File: src/rtl/cursor_move_sequencer.sv
// cursor_move_sequencer: debounced, auto-repeating cursor stepping with grid wrap and recenter
module cursor_move_sequencer #(
    parameter int DEBOUNCE_CYCLES = 500000,
    parameter int REPEAT_DELAY    = 25000000,
    parameter int REPEAT_PERIOD   = 5000000,
    parameter int STEP            = 16,
    parameter int X_MAX           = 640,
    parameter int Y_MAX           = 480,
    parameter int X_CENTER        = 320,
    parameter int Y_CENTER        = 240
) (
    input  logic        clk,
    input  logic        reset,
    input  logic [3:0]  KEY,
    input  logic [9:0]  SW,
    output logic [10:0] x_pos,
    output logic [10:0] y_pos,
    output logic        move_valid
);
    localparam int DW = $clog2(DEBOUNCE_CYCLES + 1);
    localparam int RW = $clog2((REPEAT_DELAY > REPEAT_PERIOD ? REPEAT_DELAY : REPEAT_PERIOD) + 1);
    localparam logic [DW-1:0] DB_LAST     = DW'(DEBOUNCE_CYCLES);
    localparam logic [RW-1:0] DELAY_LAST  = RW'(REPEAT_DELAY - 1);
    localparam logic [RW-1:0] PERIOD_LAST = RW'(REPEAT_PERIOD - 1);
    localparam logic [10:0]   S  = 11'(STEP);
    localparam logic [10:0]   XM = 11'(X_MAX);
    localparam logic [10:0]   YM = 11'(Y_MAX);
    localparam logic [10:0]   XC = 11'(X_CENTER);
    localparam logic [10:0]   YC = 11'(Y_CENTER);

    typedef enum logic [1:0] {IDLE, HOLD_DELAY, HOLD_REPEAT} state_t;

    state_t          state, state_nx;
    logic [3:0]      key_s1, key_s2, db, pressed;
    logic [DW-1:0]   db_cnt [4];
    logic            sw_s1, sw_s2;
    logic [RW-1:0]   rcnt;
    logic [1:0]      owner, owner_nx, pick;
    logic            step, rcnt_clr;
    logic [10:0]     x_nx, y_nx;
    logic            unused_sw;

    assign unused_sw = ^SW[9:1];
    assign pressed   = ~db;
    assign pick      = pressed[3] ? 2'd3 : pressed[2] ? 2'd2 : pressed[1] ? 2'd1 : 2'd0;

    assign y_nx = owner_nx == 2'd3 ? (y_pos >= S ? y_pos - S : y_pos - S + YM)
                : owner_nx == 2'd2 ? (y_pos + S >= YM ? y_pos + S - YM : y_pos + S)
                : y_pos;
    assign x_nx = owner_nx == 2'd1 ? (x_pos >= S ? x_pos - S : x_pos - S + XM)
                : owner_nx == 2'd0 ? (x_pos + S >= XM ? x_pos + S - XM : x_pos + S)
                : x_pos;

    always_comb begin
        state_nx = state;
        owner_nx = owner;
        step     = 1'b0;
        rcnt_clr = 1'b0;
        case (state)
            IDLE: begin
                rcnt_clr = 1'b1;
                if (|pressed) begin
                    step     = 1'b1;
                    owner_nx = pick;
                    state_nx = HOLD_DELAY;
                end
            end
            HOLD_DELAY: begin
                if (!pressed[owner]) begin
                    state_nx = IDLE;
                end else if (rcnt == DELAY_LAST) begin
                    step     = 1'b1;
                    rcnt_clr = 1'b1;
                    state_nx = HOLD_REPEAT;
                end
            end
            HOLD_REPEAT: begin
                if (!pressed[owner]) begin
                    state_nx = IDLE;
                end else if (rcnt == PERIOD_LAST) begin
                    step     = 1'b1;
                    rcnt_clr = 1'b1;
                end
            end
            default: state_nx = IDLE;
        endcase
    end

    always_ff @(posedge clk) begin
        if (reset) begin
            key_s1 <= '1;
            key_s2 <= '1;
            sw_s1  <= 1'b0;
            sw_s2  <= 1'b0;
            db     <= '1;
            for (int i = 0; i < 4; i++) db_cnt[i] <= '0;
        end else begin
            key_s1 <= KEY;
            key_s2 <= key_s1;
            sw_s1  <= SW[0];
            sw_s2  <= sw_s1;
            for (int i = 0; i < 4; i++) begin
                if (key_s2[i] == db[i]) begin
                    db_cnt[i] <= '0;
                end else if (db_cnt[i] == DB_LAST) begin
                    db[i]     <= key_s2[i];
                    db_cnt[i] <= '0;
                end else begin
                    db_cnt[i] <= db_cnt[i] + 1'b1;
                end
            end
        end
    end

    always_ff @(posedge clk) begin
        state <= (reset || sw_s2) ? IDLE : state_nx;
    end

    always_ff @(posedge clk) begin
        if (reset || sw_s2) begin
            x_pos      <= XC;
            y_pos      <= YC;
            move_valid <= 1'b0;
            rcnt       <= '0;
            owner      <= 2'd0;
        end else begin
            owner      <= owner_nx;
            move_valid <= step;
            rcnt       <= rcnt_clr ? '0 : rcnt + 1'b1;
            if (step) begin
                x_pos <= x_nx;
                y_pos <= y_nx;
            end
        end
    end
endmodule

File: config.mk
export PLATFORM = sky130hd
export DESIGN_NAME = cursor_move_sequencer
export DESIGN_NICKNAME = d
export VERILOG_FILES = /design/src/rtl/cursor_move_sequencer.sv
export SDC_FILE = /design/constraint.sdc
export NUM_CORES = 1
export LEC_CHECK = 0
export ABC_CLOCK_PERIOD_IN_PS = 8060
export CAP_MARGIN = 30
export CORE_ASPECT_RATIO = 1.5
export CORE_UTILIZATION = 65
export CTS_CLUSTER_SIZE = 28
export DETAILED_ROUTE_END_ITERATION = 10
export MAX_ROUTING_LAYER = met4
export PLACE_DENSITY = 0.85
export RECOVER_POWER = 50
export SLEW_MARGIN = 20
export SYNTH_ARGS = -nofsm -noshare
export SYNTH_HDL_FRONTEND = slang
export SYNTH_SLANG_ARGS = --single-unit
File: constraint.sdc
create_clock -name clk -period 8.06 [get_ports clk]
set_input_delay 1.209 -clock clk [delete_from_list [all_inputs] [get_ports clk]]
set_output_delay 1.209 -clock clk [all_outputs]
set_load 0.02 [all_outputs]
==> reports/results.tsv <==
metric	value	unit
RSZ-0062 raised after global routing	false	
Yosys reg bits	134	
post-cts gate resize count	0	
Buf+Inv Stages, Crit Path	0	
CTS tree	done	
Combinational Power Share	0.030	
number of global-route vias before repair	6063	
Final Util	0.763	
mapped cell area	7590	um2
gr usage total	0.286	
GP Congestion	0.908	
area of the multi-input gates	4170	um2
Worst R2R Setup Slack	4800	ps
Final ANT Viol Nets	0	
Critical Path Sink	y_pos[5]	
Synth warnings	0	
Fillers	773	
setup violators final	0	
Pre-Repair DR Iteration Count	5	
status	finished clean	
Setup CP Type	reg -> reg	
relative slew slack	0.336	
Synth Flop Type	edfxtp_1	
Detailed Place HPWL	10.7	mm
die area	12100	um2
Critical Path AT	3560	ps
IO buf count	21	
R2R cell count	8	
crit path launch	y_pos[4]	
Cell Rows	48	
Slew Limit Fails	0	
P_leak	3.12	nW
placed insts	1033	
detailed-route vias per instance	5.69	
Tot Pwr	0.00158	W
Overflow after GRT	0	
Crit path required time	8360	ps
width of the die	90.2	um
clock root cell	clkbuf_16	
Largest delay share family, worst path	compound AO/OA/AOI/OAI gates	
Crit. End Element	flip-flop	
Iteration-0 DRC Markers	328	
crit-path max FO	12	
P_int	0.00125	W
Clk Latency, worst-skew pair	420	ps
hold buffers post-CTS	0	
TritonCTS Buffers	17	
sequential share of power	0.482	
Post-layout nets	938	
ys async rst share	0	
CTS Sinks	134	
Post-synth EDFFs	76	
hold crit path type	reg -> reg	
P_sw	0.000333	W
register area share after synthesis	0.454	
WP depth	8	
total area of sequential cells	3440	um2
Max Cap Violations	0	
Slowest cell on crit path	o32ai_1	
Critical Path Max Stage Delay	750	ps
Clk pin slew, worst setup/hold paths	60	ps
Worst-Margin Slew	994	ps
fin cells	1066	
Clock Skews	6.51	ps
core area	11400	um2
setup TNS	0	ps
Avg WL per Cell	15.1	um
Post-Route WL	16.1	mm
Top Ports	39	
worst-path cell chain	ha_1 > xor2_1 > ha_1 > a21oi_1 > o32ai_1 > a21oi_1 > xnor2_1 > a211o_1	
Worst R2R End	y_pos[5]	
layout cell share with drive strength beyond 1	0.0536	
switch share	0.211	
pin count of the biggest net entering global routing	26	
post-placement cell area	8100	um2
final worst-path cycle share	0.405	
Pwr Density	181	nW/um2
Post-CTS Repair Setup Buffers	0	
Startpoint Class	flip-flop	
Peak VDD IR	0.176	mV
area grow syn2layout	14.8	%
Post-Syn Instances	820	
Final Hold Viols	0	
Starting Density	0.665	
H-tree levels	4	
FF-to-FF Start	y_pos[4]	
Unique masters post-synth	65	
via count	6065	
f_max	306	MHz
DRC	0	
Final Cell Area	8710	um2
Synth Area per Inst	9.26	um2
clock power share	0.488	
first-pass GRT wire length	27.1	mm
CTS max path bufs	2	
Final min period	3260	ps
DIE HEIGHT	134	um
initial antenna violation count	0	
[area by class of cell]
| type | count | share of cell area |
|---|---|---|
| clock buffers | 26 | 0.0612 |
| multi-input cells | 699 | 0.478 |
| diodes | 1 | 0.000287 |
| clock inverters | 6 | 0.00689 |
| inverters | 29 | 0.0125 |
| flip-flops and latches | 134 | 0.395 |
| repair buffers | 21 | 0.0241 |
| well taps | 150 | 0.0215 |
[worst register-to-register path, stage by stage (launching register included)]
cell	delay [ps]
dfxtp_1	610
ha_1	450
xor2_1	290
ha_1	270
a21oi_1	70
o32ai_1	750
a21oi_1	190
xnor2_1	180
a211o_1	320
[flip-flops by register name, indices dropped and copies added, names as in the netlist]
register	count
key_s2	4
db	4
state	2
owner	2
sw_s1	1
key_s1	4
db_cnt	76
x_pos	7
sw_s2	1
y_pos	7
rcnt	25
move_valid	1
[stage by stage]
step                setup WS, ps  hold slack [ps]
global placement            4430              396
floorplan                   5320              389
CTS                         4720              414
detailed placement          4330              394
global route                4700              449
finish                      4800              411
[Yosys cell counts (all sizes together) (11+ instances only)]
cell,number,share of area
nor2,147,0.073
nor2b,12,0.0099
and3,11,0.0091
xor2,61,0.070
xnor2,53,0.061
nand3,53,0.035
nand2,53,0.026
ha,20,0.033
nor4,11,0.0091
nand4,30,0.025
a21oi,21,0.014
edfxtp,76,0.30
nor3,18,0.012
or2,14,0.012
buf,15,0.013
dfxtp,58,0.15
clkbuf,25,0.012
inv,29,0.014
o21ai,13,0.0086
[kinds of logic (layout without fill, tap and decap cells)]
family                   after synthesis  count (layout)  synth area share
AO/OA/AOI/OAI                         76              76            0.0691
adder cells (fa/ha/maj)               20              20            0.0330
XOR/XNOR                             114             114             0.132
AND/OR/NAND/NOR                      396             396             0.258
other                                  2              85          0.000989
buffers and inverters                 69              82            0.0397
multiplexers                           9               9            0.0138
flip-flops                           134             134             0.454
[layer usage]
layer,part of all wire,global-route usage,vias up
li1,-,-,2948
met1,0.39,0.296,2906
met2,0.55,0.517,170
met3,0.035,0.0522,41
met4,0.026,0.145,0
met5,0,-,-
[power groups by stage]
stage,logic [W],clock network (W),registers (W)
2_1_floorplan,0.0000403,0,0.000769
3_3_place_gp,0.0000439,0,0.000773
3_5_place_dp,0.0000449,0,0.000775
4_1_cts,0.0000459,0.000779,0.000761
5_1_grt,0.0000537,0.000808,0.000764
6_report,0.0000475,0.000771,0.000762
[cell usage in the layout, fill, tap and decap left out, types with 3 or more instances in the layout]
master and instances:
conb_1 84, a31oi_1 6, clkbuf_1 5, mux2i_1 6, edfxtp_1 76, and4_1 8, nor3_1 18, nand4_1 30
nand2_1 53, xor2_1 61, or2_2 13, ha_1 20, xnor2_1 53, and2_1 3, nand3_1 53, nor2b_1 12
nor2_1 147, nor4_1 11, clkbuf_16 20, and3_1 11, nand2b_1 5, inv_1 29, o31a_1 4, or3_1 10
dfxtp_1 58, a211o_1 6, a21boi_0 4, a21oi_1 21, a211oi_1 3, dlygate4sd3_1 4, o21ai_0 13, clkdlybuf4s50_1 17
nor4b_1 6
[worst min-delay path by stage]
stage / cells after the start / from / slack, ps / end
2_1_floorplan: 1 / key_s1[0] / 390 / key_s2[0]
3_3_place_gp: 1 / key_s1[2] / 400 / key_s2[2]
3_5_place_dp: 1 / key_s1[2] / 390 / key_s2[2]
4_1_cts: 1 / key_s1[2] / 410 / key_s2[2]
5_1_grt: 1 / key_s1[3] / 450 / key_s2[3]
6_report: 1 / key_s1[2] / 410 / key_s2[2]
Power figures use the tool's default switching activity.
